==> src/rtl/seq_signed_divider_pkg.sv <==
// sdiv_pkg: shared state encoding and sizing for the sequential signed divider
package sdiv_pkg;
  typedef enum logic [1:0] {IDLE, DIVIDE, ZERO, FIX} state_t;
  localparam int DEF_N = 4;
  localparam int CNT_W = $clog2(2 * DEF_N + 1);
  function automatic int cnt_w(input int n);
    return $clog2(2 * n + 1);
  endfunction
endpackage

==> src/rtl/seq_signed_divider_if.sv <==
// seq_signed_divider_if: start/done handshake and operand/result bus of the divider
interface seq_signed_divider_if #(parameter int N = 4);
  logic                  start;
  logic [2*N-1:0]        dividend;
  logic [N-1:0]          divisor;
  logic [2*N-1:0]        quotient;
  logic [N-1:0]          remainder;
  logic                  done;
  logic                  busy;
  logic                  div_by_zero;
  modport master (output start, dividend, divisor, input quotient, remainder, done, busy, div_by_zero);
  modport slave (input start, dividend, divisor, output quotient, remainder, done, busy, div_by_zero);
endinterface

==> src/rtl/seq_signed_divider_sign_unit.sv <==
// sdiv_sign_unit: conditional two's-complement negation of a wide and a narrow lane
module sdiv_sign_unit #(
  parameter int WW = 8,
  parameter int NW = 5
) (
  input  logic [WW-1:0] i_wide,
  input  logic          i_wide_neg,
  input  logic [NW-1:0] i_narrow,
  input  logic          i_narrow_neg,
  output logic [WW-1:0] o_wide,
  output logic [NW-1:0] o_narrow
);
  // negate each lane when its flag is set; used both for abs() and for sign restore
  always_comb begin
    o_wide = i_wide_neg ? -i_wide : i_wide;
    o_narrow = i_narrow_neg ? -i_narrow : i_narrow;
  end
endmodule

==> src/rtl/seq_signed_divider.sv <==
// seq_signed_divider: radix-2 restoring signed divider, one quotient bit per clock
module seq_signed_divider
  import sdiv_pkg::*;
#(
  parameter int N = DEF_N
) (
  input logic clk,
  input logic rst,
  seq_signed_divider_if.slave bus
);
  localparam int W = 2 * N;
  localparam int CW = cnt_w(N);
  state_t r_state, w_next;
  logic r_sa, r_sb;
  logic [W-1:0] r_q;
  logic [N:0] r_d, r_p;
  logic [CW-1:0] r_cnt;
  logic [W-1:0] r_quo;
  logic [N-1:0] r_rem;
  logic r_done, r_busy, r_dbz;
  logic [W-1:0] w_abs_a, w_fix_q;
  logic [N:0] w_abs_b;
  logic [N-1:0] w_fix_r;
  logic [N+1:0] w_psh, w_diff;
  logic w_ok, w_last, w_go;
  logic [W-1:0] w_quo;
  logic [N-1:0] w_rem;
  logic w_done, w_busy, w_dbz;

  // divisor is sign-extended by one bit so |-2^(N-1)| is representable
  sdiv_sign_unit #(.WW(W), .NW(N + 1)) u_abs (
    .i_wide      (bus.dividend),
    .i_wide_neg  (bus.dividend[W-1]),
    .i_narrow    ({bus.divisor[N-1], bus.divisor}),
    .i_narrow_neg(bus.divisor[N-1]),
    .o_wide      (w_abs_a),
    .o_narrow    (w_abs_b)
  );

  // remainder magnitude is below |divisor|, so its low N bits suffice
  sdiv_sign_unit #(.WW(W), .NW(N)) u_fix (
    .i_wide      (r_q),
    .i_wide_neg  (r_sa ^ r_sb),
    .i_narrow    (r_p[N-1:0]),
    .i_narrow_neg(r_sa),
    .o_wide      (w_fix_q),
    .o_narrow    (w_fix_r)
  );

  assign w_go = (r_state == IDLE) && bus.start;
  assign w_psh = {r_p, r_q[W-1]};
  assign w_diff = w_psh - {1'b0, r_d};
  assign w_ok = !w_diff[N+1];
  assign w_last = r_cnt == CW'(W - 1);

  // state register
  always_ff @(posedge clk or posedge rst) begin
    if (rst) r_state <= IDLE;
    else r_state <= w_next;
  end

  // next state: IDLE -> DIVIDE (2N iterations) -> FIX -> IDLE, or IDLE -> ZERO -> IDLE
  always_comb begin
    w_next = r_state == IDLE ? (bus.start ? (bus.divisor == '0 ? ZERO : DIVIDE) : IDLE)
           : r_state == DIVIDE ? (w_last ? FIX : DIVIDE)
           : IDLE;
  end

  // next values of the registered outputs; results hold between completions
  always_comb begin
    w_done = (r_state == FIX) || (r_state == ZERO);
    w_busy = w_next != IDLE;
    w_quo = r_state == FIX ? w_fix_q : r_state == ZERO ? '0 : r_quo;
    w_rem = r_state == FIX ? w_fix_r : r_state == ZERO ? '0 : r_rem;
    w_dbz = r_state == ZERO ? 1'b1 : r_state == FIX ? 1'b0 : r_dbz;
  end

  // operand capture on accept, then one shift/trial-subtract step per DIVIDE cycle
  always_ff @(posedge clk or posedge rst) begin
    if (rst) begin
      r_sa <= 1'b0;
      r_sb <= 1'b0;
      r_q <= '0;
      r_d <= '0;
      r_p <= '0;
      r_cnt <= '0;
    end else if (w_go) begin
      r_sa <= bus.dividend[W-1];
      r_sb <= bus.divisor[N-1];
      r_q <= w_abs_a;
      r_d <= w_abs_b;
      r_p <= '0;
      r_cnt <= '0;
    end else if (r_state == DIVIDE) begin
      r_p <= w_ok ? w_diff[N:0] : w_psh[N:0];
      r_q <= {r_q[W-2:0], w_ok};
      r_cnt <= r_cnt + 1'b1;
    end
  end

  // output registers
  always_ff @(posedge clk or posedge rst) begin
    if (rst) begin
      r_quo <= '0;
      r_rem <= '0;
      r_done <= 1'b0;
      r_busy <= 1'b0;
      r_dbz <= 1'b0;
    end else begin
      r_quo <= w_quo;
      r_rem <= w_rem;
      r_done <= w_done;
      r_busy <= w_busy;
      r_dbz <= w_dbz;
    end
  end

  assign bus.quotient = r_quo;
  assign bus.remainder = r_rem;
  assign bus.done = r_done;
  assign bus.busy = r_busy;
  assign bus.div_by_zero = r_dbz;
endmodule

==> src/flat_wrapper.sv <==
// flat-port wrapper written by rule: the top's interface ports become plain ports
module seq_signed_divider_flat import sdiv_pkg::*;
#(
  parameter int N = DEF_N
)
  (clk, rst, bus_start, bus_dividend, bus_divisor, bus_quotient, bus_remainder, bus_done, bus_busy, bus_div_by_zero);
  seq_signed_divider_if #(.N(N)) bus_i ();
  input logic clk;
  input logic rst;
  input wire logic [$bits(bus_i.start)-1:0] bus_start;
  input wire logic [$bits(bus_i.dividend)-1:0] bus_dividend;
  input wire logic [$bits(bus_i.divisor)-1:0] bus_divisor;
  output wire logic [$bits(bus_i.quotient)-1:0] bus_quotient;
  output wire logic [$bits(bus_i.remainder)-1:0] bus_remainder;
  output wire logic [$bits(bus_i.done)-1:0] bus_done;
  output wire logic [$bits(bus_i.busy)-1:0] bus_busy;
  output wire logic [$bits(bus_i.div_by_zero)-1:0] bus_div_by_zero;
  assign bus_i.start = bus_start;
  assign bus_i.dividend = bus_dividend;
  assign bus_i.divisor = bus_divisor;
  assign bus_quotient = bus_i.quotient;
  assign bus_remainder = bus_i.remainder;
  assign bus_done = bus_i.done;
  assign bus_busy = bus_i.busy;
  assign bus_div_by_zero = bus_i.div_by_zero;
  seq_signed_divider #(.N(N)) u_core (.clk(clk), .rst(rst), .bus(bus_i));
endmodule
==> config.mk <==
export PLATFORM = sky130hd
export DESIGN_NAME = seq_signed_divider_flat
export DESIGN_NICKNAME = d
export VERILOG_FILES = /design/src/rtl/seq_signed_divider_pkg.sv /design/src/rtl/seq_signed_divider_if.sv /design/src/rtl/seq_signed_divider_sign_unit.sv /design/src/rtl/seq_signed_divider.sv /design/src/flat_wrapper.sv
export SDC_FILE = /design/constraint.sdc
export NUM_CORES = 1
export LEC_CHECK = 0
export CORE_MARGIN = 1.5
export CORE_UTILIZATION = 56
export CTS_CLUSTER_SIZE = 25
export DETAILED_ROUTE_END_ITERATION = 6
export HOLD_SLACK_MARGIN = 0.06
export PLACE_DENSITY = 0.83
export SLEW_MARGIN = 20
export SYNTH_ARGS = -nofsm -noshare
export SYNTH_HDL_FRONTEND = slang
export SYNTH_HIERARCHICAL = 1
export SYNTH_SLANG_ARGS = --single-unit
==> constraint.sdc <==
create_clock -name clk -period 2.55 [get_ports clk]
set_input_delay 0.255 -clock clk [delete_from_list [all_inputs] [get_ports clk]]
set_output_delay 0.255 -clock clk [all_outputs]
set_load 0.1 [all_outputs]
# [Yosys cells after proc, flatten, opt, wreduce, memory -nomap -nowiden]
# Cells that the tools add are included.
# Widths: inputs -> output; s select.
[word_totals] out_inout_bits=15 wordCells=53 reg_bits=41 inputBits=15
[op_classes] eq_ne=4 n_reduce_logical=8 n_mux=22 n_bitwise=1 addsub=6
[op_table] cell="$mux 8" count=6
[op_table] cell="$mux 4" count=5
[op_table] cell="$mux 5" count=4
[op_table] cell="$neg 8->8" count=2
[op_table] cell="$mux 2" count=5
[op_table] cell="$reduce_bool 2->1" count=3
[op_table] cell="$sub 6x5->6" count=1
[op_table] cell="$neg 5->5" count=1
[op_table] cell="$add 4x1->4 const B" count=1
[op_table] cell="$eq 2x2->1 const B" count=2
[op_table] cell="$eq 4x3->1 const B" count=1
[op_table] cell="$logic_not 4->1" count=1
[op_table] cell="$neg 4->4" count=1
[op_table] cell="$eq 2x1->1 const B" count=1
[op_table] cell="$logic_not 2->1" count=1
[op_table] cell="$mux 1" count=2
[op_table] cell="$logic_and 1x1->1" count=1
[op_table] cell="$logic_not 1->1" count=1
[op_table] cell="$logic_or 1x1->1" count=1
[op_table] cell="$xor 1x1->1" count=1

# [Longest topological paths before layout]
# Gate-level depths: netlist of run 1.
[depth] word_depth=5 depth_mapped=8 ltp_nobuf=8

# [By module]
# Netlist of run 1, hierarchy kept.
[modules_own_cells] mod="seq_signed_divider" instances=1 seq_area_each_um2=1026.0 area_per_inst_um2=2088.3 cells_each=217
[modules_own_cells] mod="sdiv_sign_unit at u_core.u_abs" instances=1 seq_area_each_um2=0.0 area_per_inst_um2=256.5 cells_each=34
[modules_own_cells] mod="sdiv_sign_unit at u_core.u_fix" instances=1 seq_area_each_um2=0.0 area_per_inst_um2=227.7 cells_each=32

# [Worst setup path after synthesis of run 1]
# OpenSTA, ideal clock, no wires.
[synth_path] path_kind="register -> register" from="reg u_core.r_p[1]" to="reg u_core.r_p[3]" required_time_ns=2.451 stages_incl_launch_ff=6 period_less_slack_ns=1.847 path_buffers=0 setup_ns=0.099 path_slack_ns=0.703 arrival_time_ns=1.748 cell_sequence="dfrtp_1 -> ha_1 -> o21ai_0 -> a2111o_1 -> o211a_4 -> o311ai_4"
[synth_via] elab_chain_len=4
[synth_lines] element="start, declared" line="seq_signed_divider.sv:16" source="logic [N:0] r_d, r_p;"
[synth_lines] element="start signal, assigned" line="seq_signed_divider.sv:95" source="r_p <= w_ok ? w_diff[N:0] : w_psh[N:0];"
[synth_lines] element="$sub 6x5->6" line="seq_signed_divider.sv:52" source="assign w_diff = w_psh - {1'b0, r_d};"
[synth_lines] element="$mux 5" line="seq_signed_divider.sv:95"
[synth_lines] element="$mux 5" line="seq_signed_divider.sv:94" source="end else if (r_state == DIVIDE) begin"
[synth_lines] element="$mux 5" line="seq_signed_divider.sv:87" source="end else if (w_go) begin"
# No other way between the ends. The select of a mux whose other input is x is not followed.
# A chain may end at the register's enable or synchronous reset.

# [Final worst setup path of run 1]
[layout_path] from="reg u_core.r_p[1]" to="reg u_core.r_p[0]"
# The elaborated chain is that of the path after synthesis.

==> results of run 1 <==
==> cells by family (layout without fill, tap and decap cells) <==
logic type	Yosys count	count (layout)	share of synthesized area
compound gates	79	79	0.232
xor+xnor	21	21	0.0715
flops	41	41	0.399
buf+inv	46	71	0.0739
fa+ha+maj	11	11	0.0564
mux	1	1	0.00389
simple gates	84	84	0.164
==> stage by stage <==
| stage | util | setup WS (ns) | hold WS (ns) | area [sq um] |
|---|---|---|---|---|
| 2_1_floorplan | - | 0.703 | 0.360 | 2570 |
| 3_3_place_gp | 0.648 | 0.474 | 0.468 | 2840 |
| 3_5_place_dp | 0.648 | 0.333 | 0.482 | 2840 |
| 4_1_cts | 0.674 | 0.496 | 0.400 | 2960 |
| 5_1_grt | 0.674 | 0.385 | 0.449 | 2960 |
| 6_report | 0.674 | 0.480 | 0.377 | 2960 |
==> routing by layer <==
metal / GRT usage / up-vias / part of all wire
li1: - / 1009 / -
met1: 0.289 / 951 / 0.46
met2: 0.358 / 48 / 0.49
met3: 0.0427 / 7 / 0.039
met4: 0.0692 / 0 / 0.011
met5: 0 / - / 0
==> layout by cell type (no fill, tap or decap), types with 2 or more instances in the layout <==
cell type,synthesis,routed
o311ai_4,2,2
and3b_1,2,2
nand2_1,42,42
clkdlybuf4s50_1,0,14
a21boi_0,3,3
and2b_2,2,2
inv_1,31,31
and2_1,5,5
a22o_1,2,2
ha_1,10,10
xnor2_1,16,16
or3_4,2,2
nor2_1,9,9
o2111ai_1,6,6
a21oi_1,10,10
o21ai_0,35,35
nand2b_1,7,7
dfrtp_1,41,41
a22oi_1,5,5
buf_4,4,18
clkbuf_8,0,6
o31ai_1,3,3
xor2_1,5,5
o211ai_1,2,2
nor2b_1,7,7
==> worst max-delay path, cell delays in order, from the launching register on <==
cell	delay [ns]
dfrtp_1	0.43
ha_1	0.36
o21ai_0	0.16
a2111o_1	0.54
o211a_4	0.23
o311ai_2	0.24
==> worst paths after layout <==
check / startpoint / end / slack, ns / cells after the start
worst min register to register: u_core/r_d[0]$_DFFE_PP0P_ / u_core/r_d[0]$_DFFE_PP0P_ / 0.49 / 2
min in group clk: u_core/r_d[0]$_DFFE_PP0P_ / u_core/r_d[0]$_DFFE_PP0P_ / 0.49 / 2
worst max register to register: u_core/r_p[1]$_DFFE_PP0P_ / u_core/r_p[0]$_DFFE_PP0P_ / 0.48 / 5
worst min-delay path: rst / u_core/bus.done$_DFF_PP0_ / 0.38 / 3
worst max-delay path: u_core/r_p[1]$_DFFE_PP0P_ / u_core/r_p[0]$_DFFE_PP0P_ / 0.48 / 5
max in group asynchronous: rst / u_core/r_cnt[2]$_DFFE_PP0P_ / 1.82 / 3
==> flip-flops by register name (all words and copies together) (netlist names) <==
register / cells
u_core/r_d: 5
u_core/r_sb: 1
u_core/r_state: 2
u_core/r_p: 5
u_core/bus.remainder: 4
u_core/bus.div_by_zero: 1
u_core/r_cnt: 4
u_core/bus.done: 1
u_core/r_sa: 1
u_core/bus.busy: 1
u_core/r_q: 8
u_core/bus.quotient: 8
==> layout make-up <==
cell class	count	area (sq um)	share of cell area
multi-input combinational	196	1360	0.459
clock inverter	1	30.0	0.0102
sequential	41	1030	0.347
inverter	31	116	0.0394
clock buffer	7	86.3	0.0292
timing repair buffer	32	275	0.0931
tap	52	65.1	0.0220
==> results.yml, run 1 <==
logic_synthesis:
  synthTopCellsByArea: "dfrtp_1 (40%), o21ai_0 (6.8%), nand2_1 (6.1%), xnor2_1 (5.4%), ha_1 (4.9%)"
  synth_edf_count: 0
  synth.distinct_cells: 47
  synth_seq_cells: 41
  synthArstFlopShare: 1.00
  synth_top_area_frac: 0.399
  syn_area_sq_um: 2570
  avgSynthCellArea_sq_um: 9.09
  synth_nets: 309
  synthCells: 283
  ys_seq_area_frac: 0.399
  ys_top_cells_by_count: "nand2_1 (42), dfrtp_1 (41), o21ai_0 (35)"
  yosysMostFrequentCell: "nand2_1"
  yosysTopAreaCell: "dfrtp_1"
  ys_warn_count: 6
  synth_ff_type: "dfrtp_1"
sta:
  max_slew.worst_pin.slew_ns: 0.959
  period_needed_ns: 2.07
  fin_setup_tns_ns: 0
  max_freq_mhz: 483
  clock_skew_ns: 0.0101
  grt_setup_unrepaired: "no"
  setup_viol: 0
  fin_crit_sh: 0.812
  relSlewSlack: 0.359
  slew_viol_final: 0
  hold_violations: 0
drt:
  dr.pass1.iters: 4
  post_drt_wl_per_cell_microns: 14.3
  dr.first_iter.drc_count: 150
  ant_nets: 0
  vias: 2015
  drc_errors: 0
  drt_wl_total_microns: 5130
  via_per_inst: 5.60
die:
  start_util: 0.587
  design.die.area_sq_um: 5010
  fp-row-count: 24
  io-pin-count: 30
  core_area_sq_um: 4380
  die_w_microns: 70.8
  floorplan.die.height_microns: 70.8
clock_tree:
  cts.sinks: 41
  htree_levels: 2
  path_clk_slew_ns: 0.08
  clk_latency_ns: 0.30
  cts_resized: 0
  cts_tree: "yes"
  root_buffer: "clkbuf_8"
  cts_setup_buffers: 0
  cts_made_buffers: 5
  hold_buffers: 0
  clockBufferDepth: 2
layout:
  n_fill_cell: 359
  stdcell_count: 360
  syn_to_final_growth_pct: 14.9
  final_layout_size_suffix_gt1_frac: 0.120
  final_nets: 333
  antenna_cells: 0
grt:
  antenna_found_initial: 0
  grt_pass1_wl_microns: 8690
  grt_pass1_vias: 1890
  grt_max_degree: 42
  grt_usage: 0.217
  grt_overflow: 0
hold_path:
  hold_class: "in2async"
placed_design:
  dpl.cell_count: 352
  dp_hpwl_microns: 3800
  place.gp.congestion: 0.815
  portBuffers: 29
run_status:
  outcome: "complete, no violations"
setup_path:
  start_kind: "flop"
  crit_arrival_ns: 2.26
  path_class: "reg2reg"
  required_ns: 2.74
  crit_path_end_kind: "flop"
  crit_fanout: 7
flow_run:
  drv_cap: 0
Power of run 1 is not shown: default switching activity piles up to over one toggle a cycle in this logic, so the estimate is an artifact.
==> inputs of run 2 (changes only) <==
==> constraint.sdc (replaced) <==
create_clock -name clk -period 2.05 [get_ports clk]
set_input_delay 0.205 -clock clk [delete_from_list [all_inputs] [get_ports clk]]
set_output_delay 0.205 -clock clk [all_outputs]
set_load 0.1 [all_outputs]
==> results.yml, run 2 (synthesis results as in run 1) <==
run_status:
  outcome: "complete, no violations"
clock_tree:
  root_buffer: "clkbuf_8"
  htree_levels: 2
  clockBufferDepth: 2
  cts_tree: "yes"
  path_clk_slew_ns: 0.08
  cts.sinks: 41
  clk_latency_ns: 0.29
  cts_made_buffers: 5
placed_design:
  portBuffers: 29
  dpl.cell_count: 362
  place.gp.congestion: 0.872
  place_ws_ns: 0.0804
  dp_hpwl_microns: 3600
layout:
  mostFrequentLayoutCells: "nand2_1 (42), dfrtp_1 (41), o21ai_0 (35), inv_1 (30), buf_4 (29)"
  mostFrequentLayoutCell: "nand2_1"
  final_nets: 344
  antenna_cells: 0
  final_layout_size_suffix_gt1_frac: 0.154
  n_fill_cell: 356
  stdcell_count: 371
  register_area_sq_um: 1030
  multiInputGateArea_sq_um: 1360
  syn_to_final_growth_pct: 16.8
grt:
  grt_pass1_wl_microns: 8490
  grt_max_degree: 42
  grt_overflow: 0
  grt_usage: 0.209
  antenna_found_initial: 0
  grt_pass1_vias: 1873
sta:
  fin_crit_sh: 0.958
  finalHoldWorstSlack_ns: 0.331
  slew_viol_final: 0
  fin_setup_tns_ns: 0
  hold_violations: 0
  setup_viol: 0
  relSlewSlack: 0.666
  setup_ws_ns: 0.0867
  period_needed_ns: 1.96
  max_freq_mhz: 509
  max_slew.worst_pin.slew_ns: 0.499
  clock_skew_ns: 0.00737
die:
  floorplan.die.height_microns: 70.8
  fp-row-count: 24
  core_area_sq_um: 4380
  start_util: 0.587
  io-pin-count: 30
  design.die.area_sq_um: 5010
  die_w_microns: 70.8
hold_path:
  hold_class: "in2async"
drt:
  post_drt_wl_per_cell_microns: 13.1
  drt_wl_total_microns: 4860
  drc_errors: 0
  dr.first_iter.drc_count: 125
  dr.pass1.iters: 4
  via_per_inst: 5.44
  ant_nets: 0
  vias: 2019
flow_run:
  drv_cap: 0
setup_path:
  crit_start: "u_core/r_q[7]$_DFFE_PP0P_"
  slowest_stage: "dfrtp_1"
  start_kind: "flop"
  crit_chain: "inv_2, ha_1, inv_1, fa_1, a21o_1, a21oi_1, xnor2_1, o311ai_4"
  cpPeakStageDelay_ns: 0.42
  required_ns: 2.21
  crit_fanout: 3
  crit_arrival_ns: 2.12
  r2r-start: "u_core/r_q[7]$_DFFE_PP0P_"
  path_class: "reg2reg"
  r2r_slack_ns: 0.09
  crit_path_end_kind: "flop"
run 2: layout make-up:
type	instances	area share
clock buffer	6	0.0242
tap	52	0.0217
multi-input combinational	196	0.451
inverter	31	0.0387
sequential	41	0.342
clock inverter	2	0.00333
timing repair buffer	43	0.119
run 2: critical path: cells and delay by family, from the launching register on:
| kind | cells | cell delay, ns |
|---|---|---|
| buf+inv | 2 | 0.14 |
| flops | 1 | 0.42 |
| fa+ha+maj | 2 | 0.56 |
| xor+xnor | 1 | 0.22 |
| compound gates | 3 | 0.50 |
run 2: layer usage:
| layer | track usage | vias to the layer above | routed length [microns] |
|---|---|---|---|
| met5 | 0 | - | 0 |
| met4 | 0.0755 | 0 | 62 |
| met3 | 0.0342 | 6 | 168 |
| met1 | 0.277 | 943 | 2300 |
| li1 | - | 1032 | - |
| met2 | 0.348 | 38 | 2340 |
run 2: metrics by stage:
stage | instance area [sq um] | utilization
2_1_floorplan | 2570 | -
3_5_place_dp | 2910 | 0.665
4_1_cts | 3000 | 0.684
3_3_place_gp | 2910 | 0.665
5_1_grt | 3000 | 0.685
6_report | 3000 | 0.685
run 2: timing repair:
item / CTS / global route
buffers inserted: 0 / 1
resized for setup: 0 / 1
setup endpoints to repair: 0 / 4
hold buffers: 0 / 0
run 2: final timing paths:
kind                       cells past startpoint                                  end
max in group asynchronous                      3            u_core/r_d[3]$_DFFE_PP0P_
min in group clk                               1          u_core/r_cnt[3]$_DFFE_PP0P_
min                                            3  u_core/bus.remainder[0]$_DFFE_PP0P_
max                                            8            u_core/r_p[4]$_DFFE_PP0P_
min reg2reg                                    1          u_core/r_cnt[3]$_DFFE_PP0P_
max reg2reg                                    8            u_core/r_p[4]$_DFFE_PP0P_
Power of run 2 is left out for the same reason.
==> inputs of run 3 (changes only) <==
--- a/config.mk
+++ b/config.mk
@@ -9,6 +9,7 @@
 export CORE_UTILIZATION = 56
 export CTS_CLUSTER_SIZE = 25
 export DETAILED_ROUTE_END_ITERATION = 6
+export GPL_ROUTABILITY_DRIVEN = 0
 export HOLD_SLACK_MARGIN = 0.06
 export PLACE_DENSITY = 0.83
 export SLEW_MARGIN = 20
==> results of run 3 <==
The final DEF is identical to that of run 2; final timing and power are the same.
Power of run 3 is left out for the same reason.
